**src/rtl/bits_capture_pkg.sv**
```systemverilog
// bits_capture_pkg: shared read-address map, read-FSM state and read-data width for bits_capture.
package bits_capture_pkg;
  localparam int RD_DW = 32;
  localparam logic [1:0] ADDR_VALUE   = 2'd0;
  localparam logic [1:0] ADDR_CHANGES = 2'd1;
  localparam logic [1:0] ADDR_SEQ     = 2'd2;
  typedef enum logic {IDLE, ACK} rd_state_e;
endpackage

```
**src/rtl/bits_edge_detect.sv**
```systemverilog
// bits_edge_detect: registers the bit bus and accumulates a sticky per-bit change mask.
module bits_edge_detect #(
  parameter int NBITS = 32
) (
  input  logic             clk_i,
  input  logic             reset_i,
  input  logic             clr_i,
  input  logic [NBITS-1:0] bits_i,
  output logic [NBITS-1:0] edges_o,
  output logic [NBITS-1:0] bits_q_o,
  output logic [NBITS-1:0] chg_live_o
);
  logic             r_first;
  logic [NBITS-1:0] r_bits_q;
  logic [NBITS-1:0] r_chg_live;
  // bits_q is not yet meaningful in the first cycle after reset, so no edge is reported then
  assign edges_o    = r_first ? '0 : (bits_i ^ r_bits_q);
  assign bits_q_o   = r_bits_q;
  assign chg_live_o = r_chg_live;
  always_ff @(posedge clk_i) begin
    if (reset_i) begin
      r_first    <= 1'b1;
      r_bits_q   <= '0;
      r_chg_live <= '0;
    end else begin
      r_first    <= 1'b0;
      r_bits_q   <= bits_i;
      r_chg_live <= clr_i ? '0 : (r_chg_live | edges_o);
    end
  end
endmodule

```
**src/rtl/bits_capture.sv**
```systemverilog
// bits_capture: snapshots the bit bus and its sticky change mask for register reads.
// Optional change interrupt is enabled by defining BITS_CAPTURE_IRQ_EN.
module bits_capture
  import bits_capture_pkg::*;
#(
  parameter int NBITS = 32,
  parameter int SEQW  = 16
) (
  input  logic             clk_i,
  input  logic             reset_i,
  input  logic [NBITS-1:0] bits_i,
  input  logic             rd_req_i,
  input  logic [1:0]       rd_addr_i,
  output logic             rd_ack_o,
  output logic [RD_DW-1:0] rd_data_o,
  output logic             irq_o
);
  rd_state_e        r_state, w_next;
  logic [1:0]       r_addr;
  logic [NBITS-1:0] r_snap_val, r_snap_chg;
  logic [SEQW-1:0]  r_seq;
  logic [NBITS-1:0] w_edges, w_bits_q, w_chg_live;
  logic             w_start, w_value_rd, w_ack;
  assign w_start    = (r_state == IDLE) && rd_req_i;
  assign w_value_rd = w_start && (rd_addr_i == ADDR_VALUE);
  bits_edge_detect #(.NBITS(NBITS)) u_edge (
    .clk_i      (clk_i),
    .reset_i    (reset_i),
    .clr_i      (w_value_rd),
    .bits_i     (bits_i),
    .edges_o    (w_edges),
    .bits_q_o   (w_bits_q),
    .chg_live_o (w_chg_live)
  );
  always_ff @(posedge clk_i) begin
    if (reset_i) begin
      r_state    <= IDLE;
      r_addr     <= '0;
      r_snap_val <= '0;
      r_snap_chg <= '0;
      r_seq      <= '0;
    end else begin
      r_state <= w_next;
      if (w_start) r_addr <= rd_addr_i;
      if (w_value_rd) begin
        r_snap_val <= w_bits_q;
        r_snap_chg <= w_chg_live | w_edges;
        r_seq      <= r_seq + SEQW'(1);
      end
    end
  end
  always_comb w_next = w_start ? ACK : IDLE;
  // a reset landing in the ACK cycle kills that acknowledge immediately
  assign w_ack = (r_state == ACK) && !reset_i;
  always_comb begin
    rd_ack_o  = w_ack;
    rd_data_o = !w_ack                    ? '0 :
                (r_addr == ADDR_VALUE)    ? RD_DW'(r_snap_val) :
                (r_addr == ADDR_CHANGES)  ? RD_DW'(r_snap_chg) :
                (r_addr == ADDR_SEQ)      ? RD_DW'(r_seq) : '0;
  end
`ifdef BITS_CAPTURE_IRQ_EN
  logic r_irq;
  always_ff @(posedge clk_i) r_irq <= reset_i ? 1'b0 : |w_chg_live;
  assign irq_o = r_irq;
`else
  assign irq_o = 1'b0;
`endif
endmodule

```
**config.mk**
```make
export PLATFORM = sky130hd
export DESIGN_NAME = bits_capture
export DESIGN_NICKNAME = d
export VERILOG_FILES = /design/src/rtl/bits_capture_pkg.sv /design/src/rtl/bits_edge_detect.sv /design/src/rtl/bits_capture.sv
export SDC_FILE = /design/constraint.sdc
export NUM_CORES = 1
export LEC_CHECK = 0
export CORE_MARGIN = 2
export CORE_UTILIZATION = 35
export DETAILED_ROUTE_END_ITERATION = 16
export PLACE_DENSITY = 0.63
export REMOVE_ABC_BUFFERS = 1
export SETUP_SLACK_MARGIN = 0.3
export SKIP_CTS_REPAIR_TIMING = 1
export SYNTH_ARGS = -nofsm -noshare
export SYNTH_HDL_FRONTEND = slang
export SYNTH_HIERARCHICAL = 1
export SYNTH_SLANG_ARGS = --single-unit
```
**constraint.sdc**
```tcl
create_clock -name clk_i -period 2.5 [get_ports clk_i]
set_input_delay 0.25 -clock clk_i [delete_from_list [all_inputs] [get_ports clk_i]]
set_output_delay 0.25 -clock clk_i [all_outputs]
set_load 0.02 [all_outputs]
```
======== Yosys cells after proc, flatten, opt, wreduce, memory -nomap -nowiden ========
Cells that the tools add are included.
storage, ports and cells
  bits of input ports ..................... 37
  logic and storage cells ................. 28
  output and inout port bits .............. 34
  flip-flop bits (word level) ............. 148
operators by class
  bitwise operators ....................... 3
  reduce and logical (&&, ||, !) cells .... 7
  eq/ne operators ......................... 2
  add/sub/neg operators ................... 1
  multiplexer cells ....................... 7
operators with widths
  cell                                                             number
  32-bit two-way mux                                               4
  32-bit bitwise OR                                                1
  32-bit XOR                                                       1
  16-bit by 1-bit adder with 16-bit output, second input constant  1
  16-bit two-way mux                                               1
  2-bit zero test                                                  2
  1-bit logical AND                                                3
  2-bit by 1-bit == test with 1-bit output, second input constant  1
  2-bit == test, second input constant                             1
  1-bit two-way mux                                                2
  2-bit OR reduction                                               1
  1-bit zero test                                                  1
  1-bit NOT                                                        1

======== Logic depth before layout (Yosys ltp) ========
Gate-level depths: netlist of the first run.
  word-level depth ........................ 5
  gate-level depth with buffers ........... 8

======== Modules after synthesis ========
The synthesis of the first run kept the hierarchy.
modules (own cells, without submodules)
  module            cells each  sequential area each (um^2)  area each (um^2)  instances
  bits_capture      484         1,661.6                      3,679.8           1
  bits_edge_detect  209         1,301.2                      2,457.4           1

======== Least setup slack after synthesis of the first run ========
OpenSTA, ideal clock, no wires.
  kind .................................... input -> register
  start ................................... input rd_addr_i[1]
  end ..................................... register u_edge.r_chg_live[30] (netlist: u_edge/chg_live_o[30])
  setup time .............................. 117 ps
  arrival ................................. 1,910 ps
  path slack .............................. 473 ps
  stages .................................. 7
  buffers on the path ..................... 3
  cell sequence ........................... or4b_1 > buf_2 > inv_2 > clkbuf_1 > nor2_1 > buf_1 > o2bb2ai_2
on the way
  word-level cells in the longest chain between the ends .. 3
RTL lines
  what                          RTL line                text
  from (decl)                   bits_capture.sv:13      input logic [1:0] rd_addr_i,
  2-bit zero test               bits_capture.sv:25      assign w_value_rd = w_start && (rd_addr_i == ADDR_VALUE);
  1-bit logical AND             bits_capture.sv:25
  net w_value_rd                bits_capture.sv:23      logic w_start, w_value_rd, w_ack;
  2-bit OR reduction (no line)  n/a
  to (signal assigned)          bits_edge_detect.sv:28  r_chg_live <= clr_i ? '0 : (r_chg_live | edges_o);
  to (decl)                     bits_edge_detect.sv:15  logic [NBITS-1:0] r_chg_live;
The timed path passes the listed nets, and every way through them passes these cells.
A chain may end at the register's enable or synchronous reset.

======== Worst setup path after layout of the first run ========
  start ................................... register r_addr[0]
  end ..................................... output rd_data_o[3]
on the way
  word-level cells in the longest chain between the ends .. 5
  elaborated cells on any way between the ends .. 7
RTL lines
  what                    RTL line            text
  from (decl)             bits_capture.sv:19  logic [1:0] r_addr;
  from (signal assigned)  bits_capture.sv:44  if (w_start) r_addr <= rd_addr_i;
  2-bit == test           bits_capture.sv:60  (r_addr == ADDR_SEQ) ? RD_DW'(r_seq) : '0;
  16-bit two-way mux      bits_capture.sv:60
  32-bit two-way mux      bits_capture.sv:59  (r_addr == ADDR_CHANGES) ? RD_DW'(r_snap_chg) :
  32-bit two-way mux *    bits_capture.sv:58  (r_addr == ADDR_VALUE) ? RD_DW'(r_snap_val) :
  32-bit two-way mux *    bits_capture.sv:57  rd_data_o = !w_ack ? '0 :
  to (decl)               bits_capture.sv:15  output logic [RD_DW-1:0] rd_data_o,
Every way passes the cells marked *; elsewhere a longest branch is shown, timed or not.

==> flow_summary.yaml, run 1 <==
logic_synthesis:
  synth-seq-cells: 148
  synth_area_um2: 6140
  synth_area_leaders: "dfxtp_1 (48%), nor2_1 (7.6%), o2bb2ai_2 (7.3%)"
  synth_edf_count: 0
  synthMostInstantiatedCell: "dfxtp_1"
  syn_avg_cell_area_um2: 8.86
  synth_top_area_share_pct: 48.3
  synth_commonest_cells: "dfxtp_1 (148), nor2_1 (125), nand2_1 (71)"
  synth_area_leader_cell: "dfxtp_1"
  synthDistinctLibCells: 35
  async_flop_share_pct: 0
  yosysSeqAreaShare_pct: 48.3
  syn_inst: 693
  synthFlopType: "dfxtp_1"
  yosys_warnings: 6
timing:
  min_period_over_period_pct: 95.1
  tns_ps: 0
  clock.fmax_mhz: 421
  drv_slew: 0
  hold_violations: 0
  finalSetupViolations: 0
  finalCriticalPeriod_ps: 2380
  skew_ps: 6.62
  relSlewSlack_pct: 43.5
  rsz0062_at_grt: "true"
  holdWs_ps: 399
  max_slew.worst_pin.slew_ps: 848
layout:
  multiInputGateArea_um2: 2960
  antenna_cells: 0
  drive_gt1_share_pct: 13.1
  syn2layout_area_growth_pct: 29.2
  layout.nets: 798
  final_core_util_pct: 46.0
  fillers: 1687
  final_area_um2: 7930
  regArea_um2: 2970
power_and_ir_drop:
  total_power_w: 0.00591
  p_sw_w: 0.00133
  combPwrFrac_pct: 8.7
  leakagePower_nw: 3.30
  p_per_area_nw_per_um2: 745
  peakVddDrop_v: 0.000468
  swShare_pct: 22.5
  clockPowerShare_pct: 47.9
  pwr-share-seq_pct: 43.3
  p_int_w: 0.00458
detailed_routing:
  final_antenna_net_count: 0
  num_vias: 4783
  finalWirelength_um: 14000
  drt_iter0_drc: 211
  viasPerCell: 4.79
  dr.pass1.iters: 4
  drc: 0
  wire_per_inst_um: 14.0
critical_path:
  crit_start: "r_addr[0]"
  rr_startpoint: "r_state"
  cp_num_buf_inv: 2
  path_cells: "buf_4, mux2i_1, nor2_1, a21oi_1, nor2_1, clkdlybuf4s50_1"
  worst_setup_path_start_kind: "flop"
  cp.required_ps: 2250
  crit_family: "buffers and inverters"
  critPathCapture: "rd_data_o[3]"
  cpPeakStageDelay_ps: 540
  end_kind: "output pin"
  path_class: "flop to output pin"
  cp_slowest_cell: "clkdlybuf4s50_1"
  cp.depth: 6
  critPathArrivalTime_ps: 2130
  cp_common_cell: "nor2_1"
  timing.reg2reg.setup_slack_ps: 450
  r2r-end: "r_seq[11]"
  path_max_fanout: 9
  r2r_cells: 5
floorplanning:
  row_count: 48
  die_w_um: 136
  start_util_pct: 35.6
  io_pins: 71
  core_area_um2: 17200
  die_y_um: 136
  die_area_um2: 18600
clock_tree:
  cts_tree: "done"
  clk_pin_slew_ps: 60
  clock_sinks: 148
  clockRootBuffer: "clkbuf_16"
  ctsLongestPathBuffers: 2
  clock_latency_ps: 430
  cts_buffers: 17
  htreeDepth: 4
placed_design:
  port_buffers: 69
  dpl-instance-area_um2: 7140
  gp_congestion: 0.801
  hpwl_um: 9150
status:
  status: "finished clean"
min_path:
  min_path_cells: 3
  hp-class: "input port to flop"
global_routing:
  grt.busiest_layer: "met2"
  antenna_found_initial: 0
  grt_use_total_pct: 15.9
  grtUsageMet2_pct: 24.3
  grt_max_degree: 80
  grt_pass1_wl_um: 23100
  grt_util_met1_pct: 21.6
  gr-total-overflow: 0
  grt_pass1_vias: 4677
  use_met3_pct: 4.59
run:
  maxCapViolCount: 0
worst min-delay path: cells and delay by family:
kind                   cells  cell delay, ps
buffers and inverters      2             390
AND/OR/NAND/NOR            1             140
state kept, by name (all words and copies together) (netlist names):
register,count
u_edge/r_first,1
r_snap_val,32
r_state,1
u_edge/chg_live_o,32
r_seq,16
r_snap_chg,32
u_edge/bits_q_o,32
r_addr,2
area by class of cell:
type,instances,share of cell area (%)
inverter,2,0.0947
tap,225,3.55
clock buffer,21,5.93
sequential,148,37.4
timing repair buffer,99,13.1
clock inverter,11,2.51
multi-input combinational,492,37.4
per-layer routing:
| metal | share of wire, % | up-vias |
|---|---|---|
| li1 | - | 2465 |
| met1 | 49 | 2230 |
| met2 | 45 | 80 |
| met3 | 5.3 | 8 |
| met4 | 0.91 | 0 |
| met5 | 0 | - |
worst min-delay path by stage:
stage	start	to	slack, ps
2_1_floorplan	reset_i	u_edge/r_first	280
3_3_place_gp	r_snap_val[4]	r_snap_val[4]	440
3_5_place_dp	r_snap_val[16]	r_snap_val[16]	450
4_1_cts	reset_i	u_edge/bits_q_o[17]	390
5_1_grt	reset_i	u_edge/bits_q_o[29]	420
6_report	reset_i	u_edge/bits_q_o[17]	400
power by group through the flow:
stage	Combinational, W	Clock [W]	Sequential (W)
global route	0.000568	0.00298	0.00257
finish	0.000516	0.00283	0.00256
global placement	0.000506	0	0.00261
CTS	0.000515	0.00290	0.00256
floorplan	0.000289	0	0.00261
detailed placement	0.000514	0	0.00261
cells in the final DEF (no fill, tap or decap), types with 3 or more instances in the layout:
cell	count
mux2i_1	34
or3_1	4
nor2b_1	34
buf_12	4
o21ai_0	4
nor2_1	124
o2bb2ai_2	30
bufinv_16	5
nand2_1	71
xnor2_1	37
clkinvlp_4	3
clkdlybuf4s50_1	37
nor3_1	66
nand3_1	5
dlymetal6s2s_1	31
dfxtp_1	147
nand4_1	5
xor2_1	5
a21oi_1	54
clkbuf_8	3
buf_4	27
clkbuf_16	17
clkinv_4	3
through the flow:
stage          instances  setup WS [ps]
2_1_floorplan        642          -2060
3_3_place_gp         962           98.5
3_5_place_dp         962           60.4
4_1_cts              994           -133
5_1_grt              998           15.8
6_report             998            123
kinds of logic after synthesis:
kind of cell	Yosys count	synth area share, %
AO/OA/AOI/OAI	91	12.5
XOR/XNOR	42	5.99
adder cells (fa/ha/maj)	1	0.204
buffers and inverters	53	3.75
flip-flops	148	48.3
multiplexers	34	5.55
other	1	0.0611
AND/OR/NAND/NOR	323	23.7
Power figures use the tool's default switching activity.
==> run 2, diff against run 1 <==
--- a/config.mk
+++ b/config.mk
@@ -6,13 +6,12 @@
 export NUM_CORES = 1
 export LEC_CHECK = 0
 export CORE_MARGIN = 2
-export CORE_UTILIZATION = 35
+export CORE_UTILIZATION = 30
 export DETAILED_ROUTE_END_ITERATION = 16
-export PLACE_DENSITY = 0.63
+export PLACE_DENSITY = 0.57
 export REMOVE_ABC_BUFFERS = 1
 export SETUP_SLACK_MARGIN = 0.3
 export SKIP_CTS_REPAIR_TIMING = 1
 export SYNTH_ARGS = -nofsm -noshare
 export SYNTH_HDL_FRONTEND = slang
-export SYNTH_HIERARCHICAL = 1
 export SYNTH_SLANG_ARGS = --single-unit
==> flow_summary.yaml, run 2 <==
placed_design:
  placedCellCount: 997
  port_buffers: 69
  hpwl_um: 8700
  gp_congestion: 0.771
timing:
  hold_violations: 0
  finalCriticalPeriod_ps: 2070
  holdWs_ps: 436
  clock.fmax_mhz: 484
  max_slew.worst_pin.slew_ps: 662
  relSlewSlack_pct: 55.9
  finalSetupViolations: 0
  rsz0062_at_grt: "false"
  drv_slew: 0
  skew_ps: 11.8
  min_period_over_period_pct: 82.7
critical_path:
  path_cells: "or4b_2, nor4_4, nand3_1, mux2_4"
  worst_setup_path_start_kind: "flop"
  timing.reg2reg.setup_slack_ps: 430
  cpPeakStageDelay_ps: 740
  cp.required_ps: 2800
  cp_slowest_cell: "or4b_2"
  path_class: "flop to flop"
  path_max_fanout: 5
  critPathArrivalTime_ps: 2370
  end_kind: "flop"
logic_synthesis:
  async_flop_share_pct: 0
  yosysSeqAreaShare_pct: 50.7
  synth_area_um2: 5840
  synthDistinctLibCells: 33
  synth_top_area_share_pct: 50.7
  synth-seq-cells: 148
  yosys_warnings: 0
  syn_inst: 690
  synthFlopType: "dfxtp_1"
  synth_area_leader_cell: "dfxtp_1"
  synth_edf_count: 0
  syn_avg_cell_area_um2: 8.46
  synth_commonest_cells: "nor2_1 (192), dfxtp_1 (148), nand2_1 (69)"
  synth_area_leaders: "dfxtp_1 (51%), nor2_1 (12%), xnor2_1 (6.0%)"
  synthMostInstantiatedCell: "nor2_1"
floorplanning:
  die_w_um: 144
  row_count: 51
  core_area_um2: 19300
  io_pins: 71
  die_y_um: 144
  start_util_pct: 30.3
  die_area_um2: 20600
global_routing:
  grt_use_total_pct: 13.9
  grt_pass1_wl_um: 22100
  antenna_found_initial: 0
  gr-total-overflow: 0
  grt_max_degree: 63
  grt_pass1_vias: 4350
clock_tree:
  cts_buffers: 17
  clock_sinks: 148
  clk_pin_slew_ps: 60
  clockRootBuffer: "clkbuf_16"
  cts_tree: "done"
  htreeDepth: 4
  clock_latency_ps: 420
  ctsLongestPathBuffers: 2
layout:
  layout.nets: 795
  final_cells: 1034
  syn2layout_area_growth_pct: 31.5
  fillers: 2009
  antenna_cells: 0
  drive_gt1_share_pct: 9.23
  layout_commonest_cell: "nor2_1"
  final_cell_mix: "nor2_1 (192), dfxtp_1 (145), nand2_1 (69), a21oi_1 (51), xnor2_1 (40)"
power_and_ir_drop:
  leakagePower_nw: 3.26
  p_per_area_nw_per_um2: 752
  peakVddDrop_v: 0.000453
detailed_routing:
  drc: 0
  drt_iter0_drc: 184
  wire_per_inst_um: 13.1
  dr.pass1.iters: 4
  num_vias: 4581
  final_antenna_net_count: 0
  viasPerCell: 4.43
  finalWirelength_um: 13600
run:
  maxCapViolCount: 0
status:
  status: "finished clean"
min_path:
  hp-class: "input port to flop"
## run 2: cell count changes after synthesis, sizes merged, moves of 3 or more
cell and delta:
xnor2 +3, a21oi -3, a211oi +32, buf -3
nor3 -63, nor2 +67, o2bb2ai -32, or3 -3
o21ai -3
## run 2: area by class of cell
cell class	count	area, µm²	share of cell area (%)
well taps	265	332	4.32
flip-flops and latches	148	2970	38.7
clock buffers	18	439	5.72
repair buffers	96	1030	13.5
inverters	3	11.3	0.147
clock inverters	13	208	2.71
multi-input cells	491	2690	35.0
## run 2: power by group
| group | internal [W] | leakage [nW] | switching [W] |
|---|---|---|---|
| sequential | 0.00247 | 1.21 | 0.0000575 |
| clock | 0.00179 | 0.304 | 0.000996 |
| combinational | 0.000221 | 1.74 | 0.000243 |
## run 2: worst max-delay path: cells and delay by family, from the launching register on
family	cells	cell delay (ps)
multiplexers	1	310
flip-flops	1	360
AND/OR/NAND/NOR	3	1290
## run 2: path summary, 6_finish.rpt
path / from / endpoint / depth (start not counted)
min: bits_i[31] / u_edge.bits_q_o[31] / 2
max: r_state / r_seq[13] / 4
max reg2reg: r_state / r_seq[13] / 4
min reg2reg: r_snap_val[10] / r_snap_val[10] / 2
## run 2: cell families (layout without fill, tap and decap cells)
family,after synthesis,after routing,synth area share [%]
AOI/OAI and AO/OA,85,85,8.72
and+or+nand+nor,325,325,24.0
other,1,1,0.0642
adders and majority gates,1,1,0.214
DFF,148,148,50.7
muxes,36,36,6.34
xor gates and xnor gates,43,43,6.45
buffers and inverters,51,130,3.43
## run 2: routing by layer
layer / vias to the layer above / share of wire [%] / track usage [%] / wire, µm
li1: 2378 / - / - / -
met1: 2120 / 49 / 18.3 / 6680
met2: 76 / 46 / 22.2 / 6210
met3: 7 / 4.2 / 3.67 / 564
met4: 0 / 0.78 / 4.13 / 106
met5: - / 0 / 0 / 0
## run 2: metrics by stage
stage / cell area, µm² / util, % / worst slack, ps / power, W / setup TNS (ps)
CTS: 7540 / 39.2 / -153 / 0.00583 / -1530
global route: 7680 / 39.8 / 339 / 0.00601 / 0
global placement: 6900 / 35.8 / 102 / 0.00303 / 0
floorplan: 5650 / - / -6350 / 0.00284 / -404010
finish: 7680 / 39.8 / 432 / 0.00578 / 0
detailed placement: 6900 / 35.8 / 41.2 / 0.00304 / 0
==> run 3, diff against run 2 <==
--- a/config.mk
+++ b/config.mk
@@ -8,7 +8,7 @@
 export CORE_MARGIN = 2
 export CORE_UTILIZATION = 30
 export DETAILED_ROUTE_END_ITERATION = 16
-export PLACE_DENSITY = 0.57
+export PLACE_DENSITY = 0.59
 export REMOVE_ABC_BUFFERS = 1
 export SETUP_SLACK_MARGIN = 0.3
 export SKIP_CTS_REPAIR_TIMING = 1
==> constraint.sdc (replaced) <==
create_clock -name clk_i -period 1.8 [get_ports clk_i]
set_input_delay 0.18 -clock clk_i [delete_from_list [all_inputs] [get_ports clk_i]]
set_output_delay 0.18 -clock clk_i [all_outputs]
set_load 0.02 [all_outputs]
==> flow_summary.yaml, run 3 (synthesis results as in run 2) <==
timing:
  finalSetupViolations: 13
  clock.fmax_mhz: 538
  setup_ws_ps: -58.9
  relSlewSlack_pct: 52.7
  min_period_over_period_pct: 103
  hold_violations: 0
  tns_ps: -230
  rsz0062_at_grt: "true"
  max_slew.worst_pin.slew_ps: 710
  drv_slew: 0
  skew_ps: 6.09
  finalCriticalPeriod_ps: 1860
clock_tree:
  clock_sinks: 148
  cts_tree: "done"
  ctsLongestPathBuffers: 2
  clockRootBuffer: "clkbuf_16"
  clock_latency_ps: 420
  clk_pin_slew_ps: 60
  cts_buffers: 17
  htreeDepth: 4
power_and_ir_drop:
  clockPowerShare_pct: 45.3
  combPwrFrac_pct: 11.3
  pwr-share-seq_pct: 43.4
  leakagePower_nw: 3.20
  swShare_pct: 23.4
  p_sw_w: 0.00189
  p_per_area_nw_per_um2: 930
  p_int_w: 0.00621
  peakVddDrop_v: 0.000689
  total_power_w: 0.00811
critical_path:
  r2r-end: "r_seq[13]"
  path_class: "flop to output pin"
  crit_start: "r_addr[0]"
  r2r_cells: 4
  path_max_fanout: 8
  cp.required_ps: 1620
  worst_setup_path_start_kind: "flop"
  rr_startpoint: "r_state"
  end_kind: "output pin"
  critPathArrivalTime_ps: 1680
  timing.reg2reg.setup_slack_ps: 0
layout:
  fillers: 1897
  antenna_cells: 0
  layout.nets: 831
  layout_commonest_cell: "nor2_1"
  syn2layout_area_growth_pct: 49.3
  final_cells: 1071
  drive_gt1_share_pct: 32.6
  final_cell_mix: "nor2_1 (159), dfxtp_1 (144), buf_4 (42), a21oi_2 (39), xnor2_1 (39)"
detailed_routing:
  viasPerCell: 4.55
  drt_iter0_drc: 223
  drc: 0
  final_antenna_net_count: 0
  finalWirelength_um: 16100
  wire_per_inst_um: 15.0
  num_vias: 4868
  dr.pass1.iters: 4
placed_design:
  placedCellCount: 1012
  hpwl_um: 8970
  gp_congestion: 0.773
  port_buffers: 69
  post-place-ws_ps: -612
min_path:
  holdPathEnd: "r_snap_val[13]"
  min_path_cells: 3
  hp-class: "input port to flop"
  hold_path.startpoint: "reset_i"
global_routing:
  grt_use_total_pct: 13.7
  antenna_found_initial: 1
  grt_pass1_vias: 4482
  gr-total-overflow: 0
  grt_pass1_wl_um: 22000
  grt_max_degree: 56
floorplanning:
  core_area_um2: 19300
  io_pins: 71
  row_count: 51
  start_util_pct: 30.3
  die_w_um: 144
  die_area_um2: 20600
  die_y_um: 144
status:
  status: "complete, but fails checks"
  violations: "negative setup slack"
run:
  maxCapViolCount: 0
[run 3: cell count changes in the layout (fill, tap and decap cells not counted), sizes merged]
cell           delta
clkinvlp          -3
dlymetal6s2s     -32
clkbuf           +17
buf              +55
bufinv            -1
clkinv            +2
clkdlybuf4s50     -1
[run 3: power groups by stage]
| stage | sequential, W | combinational [W] | clock [W] |
|---|---|---|---|
| after floorplan | 0.00358 | 0.000359 | 0 |
| after CTS | 0.00351 | 0.000670 | 0.00375 |
| after global routing | 0.00353 | 0.000998 | 0.00387 |
| after detailed placement | 0.00358 | 0.000667 | 0 |
| after global placement | 0.00358 | 0.000662 | 0 |
| final | 0.00352 | 0.000919 | 0.00367 |
[run 3: metrics by stage]
| stage | area, µm² | hold WS (ps) | utilization [%] |
|---|---|---|---|
| after detailed placement | 7040 | 446 | 36.5 |
| after global placement | 7040 | 439 | 36.5 |
| final | 8720 | 166 | 45.2 |
| after CTS | 7640 | 149 | 39.7 |
| after global routing | 8720 | 161 | 45.2 |
| after floorplan | 5650 | 208 | - |
[run 3: cell type report]
cell class	instances	area, µm²	area share [%]
clock buffers	21	450	5.17
clock inverters	11	158	1.81
inverters	3	11.3	0.129
multi-input cells	491	3400	39.0
flip-flops and latches	148	2980	34.2
well taps	265	332	3.80
repair buffers	132	1390	16.0
[run 3: worst max path at each step]
| stage | endpoint | slack, ps | depth (start not counted) |
|---|---|---|---|
| after floorplan | r_seq[4] | -7050 | 4 |
| after global placement | r_seq[15] | -560 | 5 |
| after detailed placement | r_seq[13] | -610 | 5 |
| after CTS | rd_data_o[23] | -690 | 4 |
| after global routing | rd_data_o[4] | -140 | 6 |
| final | rd_data_o[4] | -60 | 6 |
[run 3: critical path, stage by stage (launching register included)]
cell and delay [ps]:
dfxtp_4 450, clkbuf_16 190, mux2i_1 190, nor2_1 70
a21oi_2 150, nor2_1 50, buf_2 150
[run 3: layer usage]
layer  GRT usage [%]  wire length [µm]
met3            3.77               699
met1            17.9              7630
met4            5.31               228
met5               0                13
met2            21.4              7540
